## src/rtl/ucca_reset_ctrl_pkg.sv

```systemverilog
// Shared definitions for the UCCA violation reset controller.
package ucca_reset_ctrl_pkg;
  typedef enum logic [1:0] {
    UCCA_RC_IDLE  = 2'd0,
    UCCA_RC_HOLD  = 2'd1,
    UCCA_RC_GUARD = 2'd2
  } ucca_rc_state_e;

  localparam logic [15:0] UCCA_RC_CLR_ADDR = 16'h0170;
endpackage

```

## src/rtl/ucca_viol_log.sv

```systemverilog
// Sticky first-violation record with a saturating violation counter and
// software clear; an accepted violation takes priority over a same-cycle clear.
module ucca_viol_log #(
  parameter int CNT_W = 8
) (
  input  logic             clk,
  input  logic             system_reset,
  input  logic             accept_i,
  input  logic [1:0]       cause_i,
  input  logic [15:0]      pc_i,
  input  logic             clr_i,
  output logic             viol_valid,
  output logic [1:0]       viol_cause,
  output logic [15:0]      viol_pc,
  output logic             viol_ovf,
  output logic [CNT_W-1:0] viol_count
);
  logic             valid_q, valid_d;
  logic [1:0]       cause_q, cause_d;
  logic [15:0]      pc_q, pc_d;
  logic             ovf_q, ovf_d;
  logic [CNT_W-1:0] cnt_q, cnt_d;

  always_ff @(posedge clk or posedge system_reset) begin
    if (system_reset) begin
      valid_q <= 1'b0;
      cause_q <= '0;
      pc_q    <= '0;
      ovf_q   <= 1'b0;
      cnt_q   <= '0;
    end else begin
      valid_q <= valid_d;
      cause_q <= cause_d;
      pc_q    <= pc_d;
      ovf_q   <= ovf_d;
      cnt_q   <= cnt_d;
    end
  end

  always_comb begin
    valid_d = valid_q;
    cause_d = cause_q;
    pc_d    = pc_q;
    ovf_d   = ovf_q;
    cnt_d   = cnt_q;
    if (accept_i) begin
      // A clear in the same cycle wipes the old record, so this becomes the first one.
      if (clr_i)             cnt_d = CNT_W'(1);
      else if (cnt_q != '1) cnt_d = cnt_q + CNT_W'(1);
      if (!valid_q || clr_i) begin
        valid_d = 1'b1;
        cause_d = cause_i;
        pc_d    = pc_i;
        ovf_d   = 1'b0;
      end else begin
        ovf_d = 1'b1;
      end
    end else if (clr_i) begin
      valid_d = 1'b0;
      cause_d = '0;
      pc_d    = '0;
      ovf_d   = 1'b0;
      cnt_d   = '0;
    end
  end

  assign viol_valid = valid_q;
  assign viol_cause = cause_q;
  assign viol_pc    = pc_q;
  assign viol_ovf   = ovf_q;
  assign viol_count = cnt_q;
endmodule

```

## src/rtl/ucca_reset_ctrl.sv

```systemverilog
// Turns UCCA region-monitor violation flags into a fixed-length registered CPU
// reset pulse, with a guard state so lingering flags do not re-trigger.
module ucca_reset_ctrl
  import ucca_reset_ctrl_pkg::*;
#(
  parameter int          HOLD_CYCLES = 4,
  parameter int          CNT_W       = 8,
  parameter logic [15:0] CLR_ADDR    = UCCA_RC_CLR_ADDR
) (
  input  logic             clk,
  input  logic             system_reset,
  input  logic             return_reset,
  input  logic             stack_reset,
  input  logic [15:0]      pc,
  input  logic             data_en,
  input  logic             data_wr,
  input  logic [15:0]      data_addr,
  output logic             ucca_puc,
  output logic             viol_valid,
  output logic [1:0]       viol_cause,
  output logic [15:0]      viol_pc,
  output logic             viol_ovf,
  output logic [CNT_W-1:0] viol_count
);
  localparam int            HCW       = $clog2(HOLD_CYCLES) + 1;
  localparam logic [HCW-1:0] HOLD_LOAD = HCW'(HOLD_CYCLES - 1);

  ucca_rc_state_e state_q, state_d;
  logic [HCW-1:0] hold_cnt_q, hold_cnt_d;
  logic           puc_q, puc_d;
  logic           trig, clr, accept;

  assign trig = return_reset | stack_reset;
  assign clr  = data_en & data_wr & (data_addr == CLR_ADDR);

  always_ff @(posedge clk or posedge system_reset) begin
    if (system_reset) begin
      state_q    <= UCCA_RC_IDLE;
      hold_cnt_q <= '0;
      puc_q      <= 1'b0;
    end else begin
      state_q    <= state_d;
      hold_cnt_q <= hold_cnt_d;
      puc_q      <= puc_d;
    end
  end

  always_comb begin
    state_d    = state_q;
    hold_cnt_d = hold_cnt_q;
    case (state_q)
      UCCA_RC_IDLE: if (trig) begin
        state_d    = UCCA_RC_HOLD;
        hold_cnt_d = HOLD_LOAD;
      end
      UCCA_RC_HOLD: begin
        if (hold_cnt_q == '0) state_d = UCCA_RC_GUARD;
        else                  hold_cnt_d = hold_cnt_q - HCW'(1);
      end
      UCCA_RC_GUARD: if (!trig) state_d = UCCA_RC_IDLE;
      default: state_d = UCCA_RC_IDLE;
    endcase
  end

  // Pulse flop follows the next state so ucca_puc is high exactly while in HOLD.
  always_comb begin
    puc_d  = (state_d == UCCA_RC_HOLD);
    accept = (state_q == UCCA_RC_IDLE) & trig;
  end

  assign ucca_puc = puc_q;

  ucca_viol_log #(.CNT_W(CNT_W)) u_log (
    .clk         (clk),
    .system_reset(system_reset),
    .accept_i    (accept),
    .cause_i     ({stack_reset, return_reset}),
    .pc_i        (pc),
    .clr_i       (clr),
    .viol_valid  (viol_valid),
    .viol_cause  (viol_cause),
    .viol_pc     (viol_pc),
    .viol_ovf    (viol_ovf),
    .viol_count  (viol_count)
  );
endmodule
```

## config.mk

```make
export PLATFORM = sky130hd
export DESIGN_NAME = ucca_reset_ctrl
export DESIGN_NICKNAME = d
export VERILOG_FILES = /design/src/rtl/ucca_reset_ctrl_pkg.sv /design/src/rtl/ucca_viol_log.sv /design/src/rtl/ucca_reset_ctrl.sv
export SDC_FILE = /design/constraint.sdc
export NUM_CORES = 1
export LEC_CHECK = 0
export BUFFER_PORTS_ARGS = -buffer_cell sky130_fd_sc_hd__buf_4
export CAP_MARGIN = 20
export CORE_ASPECT_RATIO = 1.5
export CORE_UTILIZATION = 47
export CTS_CLUSTER_DIAMETER = 30
export CTS_CLUSTER_SIZE = 12
export DETAILED_ROUTE_END_ITERATION = 8
export PLACE_DENSITY = 0.9
export SKIP_LAST_GASP = 1
export SLEW_MARGIN = 15
export SYNTH_ARGS = -nofsm -noshare
export SYNTH_HDL_FRONTEND = slang
export SYNTH_SLANG_ARGS = --single-unit
```

## constraint.sdc

```tcl
create_clock -name clk -period 2.2 [get_ports clk]
set_clock_uncertainty 0.2 [all_clocks]
set_input_delay 0.33 -clock clk [delete_from_list [all_inputs] [get_ports clk]]
set_output_delay 0.33 -clock clk [all_outputs]
set_load 0.03 [all_outputs]
```

==> impl_metrics.ini <==
[outcome]
status = finished clean

[clock_network]
insertion_delay_ns = 0.29
postCtsSetupRepairBufs = 0
cts.sinks = 34
root_buffer = clkbuf_8
cts_tree = done
cts_resized = 0
clkSlewWorstSetupHoldPaths_ns = 0.07
cts_made_buffers = 5
hold_buffers = 1
htreeDepth = 2
clk_path_buf_depth = 2

[grt]
grt_max_degree = 35
grt_pass1_vias = 1399
grt_overflow = 0
grt_pass1_wl_um = 6300
antenna_found_initial = 0
grtUsageTotal = 0.238

[logic_synthesis]
synth_fp_nets = 174
ys_top_cells_by_area = dfrtp_1 (55%), a32o_1 (12%), nand2_1 (2.7%)
ys_seq_elements = 34
yosysTopAreaCell = dfrtp_1
syn_inst = 133
yosys.cell_types.count = 34
ys_seq_area_frac = 0.548
syn_avg_cell_area_um2 = 11.7
netlist_area_um2 = 1550
yosysWarnings = 0
synth_top_cell_area_share = 0.548

[timing]
setup_ws_ns = 0.256
finalMaxSlewViolations = 0
setup_viol = 0
slew_headroom = 0.407
hold_violations = 0
fmax_mhz = 515
final.min_clock_period_ns = 1.94
rsz0062_at_grt = no
finalCritPeriodShare = 0.883
tns_ns = 0
worst_slew_pin_slew_ns = 0.887

[setup_path]
regToRegSetupSlack_ns = 0.26
r2r_cells = 5
critPathCapture = u_log.viol_count[0]$_DFFE_PP0P_
worst-path-max-fanout = 6
end_kind = flop
crit_type = flop to flop
crit_required_ns = 2.16
reg2reg_from = u_log.viol_count[0]$_DFFE_PP0P_
r2r-end = u_log.viol_count[0]$_DFFE_PP0P_
start_kind = flop
critPathArrivalTime_ns = 1.90
cp-startpoint = u_log.viol_count[0]$_DFFE_PP0P_

[route]
wl_um = 3960
vias_per_cell = 5.87
vias = 1445
ant_nets = 0
wl_per_cell_um = 16.1
drc = 0
drt_iter0_markers = 46
first_pass_iters = 5

[hold_path]
whs_path_depth = 2
worstHoldPathType = primary input to flop

[power]
clockPowerShare = 0.185
p_sw_frac = 0.410
pwr_density_cell_nw_per_um2 = 1420
leakage_nw = 1.02
total_power_mw = 3.13
p_comb_frac = 0.467
seq_power_share = 0.348
intPower_mw = 1.85
peakVddDrop_mv = 0.747
net-switching-power_mw = 1.28

[place]
place_area_um2 = 2090
dpl.cell_count = 238
place.gp.congestion = 0.864
dp_slack_ns = 0.0109
dp_hpwl_um = 2950
port_buffers = 66

[die]
rows = 25
io_pins = 67
die_y_um = 72.4
initial_utilization = 0.491
die_width_um = 48.9
core_area_um2 = 3160
dieArea_um2 = 3540

[layout]
mostFrequentLayoutCell = buf_4
fillers = 226
drive_gt1_frac = 0.398
syn_to_final_growth_pct = 42.4
antenna_cells = 0
final_cell_mix = buf_4 (69), dfrtp_1 (34), a32o_1 (18), nand2_1 (11), nor2_1 (10)
finalNonFillerCells = 246
post-route-cell-area_um2 = 2210
final_nets = 247

[run]
max-cap-violations = 0
-- per-stage QoR --
step / util / hold WS, ns
final: 0.699 / 0.0812
after global routing: 0.699 / 0.0839
after CTS: 0.699 / 0.0803
after detailed placement: 0.661 / 0.255
after global placement: 0.661 / 0.239
after floorplan: - / 0.249
-- power groups by stage --
stage,combinational [mW],sequential [mW],clock [mW]
after floorplan,0.480,1.50,0
after global placement,1.41,1.08,0
after detailed placement,1.46,1.10,0
after CTS,1.47,1.09,0.585
after global routing,1.55,1.13,0.613
final,1.46,1.09,0.578
-- cells in the mapped netlist --
| library cell | count |
|---|---|
| mux2i_1 | 3 |
| nand2b_1 | 2 |
| or4_1 | 1 |
| nor2b_1 | 1 |
| buf_6 | 2 |
| a31oi_2 | 1 |
| o22ai_1 | 1 |
| nor2_2 | 1 |
| or4_4 | 1 |
| nor4_1 | 4 |
| buf_2 | 2 |
| nor4bb_1 | 1 |
| dfrtp_1 | 34 |
| nand2_1 | 11 |
| o21ba_2 | 1 |
| or3_1 | 2 |
| o21ai_4 | 1 |
| inv_1 | 4 |
| nand4bb_1 | 3 |
| a32o_1 | 18 |
| nand4_1 | 1 |
| nor3_1 | 4 |
| o21ai_0 | 3 |
| and3_1 | 1 |
| a21oi_1 | 5 |
| o21bai_1 | 1 |
| a22o_1 | 2 |
| o32a_2 | 1 |
| nor2_1 | 10 |
| o211ai_1 | 1 |
| ha_1 | 3 |
| o31ai_1 | 1 |
| a31oi_1 | 2 |
| nand3_1 | 4 |
-- logic make-up (layout without fill, tap and decap cells) --
| family | count (synthesis) | in the layout | share of synthesized area |
|---|---|---|---|
| buffers and inverters | 8 | 81 | 0.0306 |
| DFF | 34 | 34 | 0.548 |
| adders and majority gates | 3 | 3 | 0.0242 |
| muxes | 3 | 3 | 0.0194 |
| AOI/OAI and AO/OA | 38 | 38 | 0.212 |
| and+or+nand+nor | 47 | 47 | 0.165 |
-- worst max-delay path: stages, from the launching register on --
cell and delay [ns]:
dfrtp_1 0.43, ha_1 0.25, nand3_1 0.14, o211ai_1 0.47, o32a_2 0.25, o21ai_0 0.07
-- state kept, by name, indices dropped and copies added (netlist names) --
register and count:
u_log.viol_valid 1, ucca_puc 1, u_log.viol_pc 16, u_log.viol_count 8, u_log.viol_ovf 1, state_q 2, u_log.viol_cause 2, hold_cnt_q 3
-- how the worst min path moves through the flow --
stage / start / to / slack, ns
3_3_place_gp: system_reset / u_log.viol_pc[3]$_DFFE_PP0P_ / 0.24
4_1_cts: pc[12] / u_log.viol_pc[12]$_DFFE_PP0P_ / 0.08
3_5_place_dp: system_reset / u_log.viol_pc[2]$_DFFE_PP0P_ / 0.26
5_1_grt: pc[10] / u_log.viol_pc[10]$_DFFE_PP0P_ / 0.08
6_report: pc[12] / u_log.viol_pc[12]$_DFFE_PP0P_ / 0.08
2_1_floorplan: hold_cnt_q[0]$_DFFE_PP0P_ / hold_cnt_q[0]$_DFFE_PP0P_ / 0.25
-- metal layers --
metal	wire, um	up-vias	track usage
li1	-	666	-
met1	1490	698	0.252
met2	2170	75	0.440
met3	230	6	0.0650
met4	70	0	0.0948
met5	0	-	0
-- layout make-up --
class                           instances  area, um^2  share of cell area
Clock buffer                            6        82.6              0.0374
Clock inverter                          1        30.0              0.0136
Inverter                                4        15.0             0.00680
Multi-Input combinational cell         91         653               0.296
Sequential cell                        34         851               0.385
Tap cell                               40        50.0              0.0227
Timing Repair Buffer                   70         528               0.239
No activity file was read; power rests on OpenSTA's default activity.
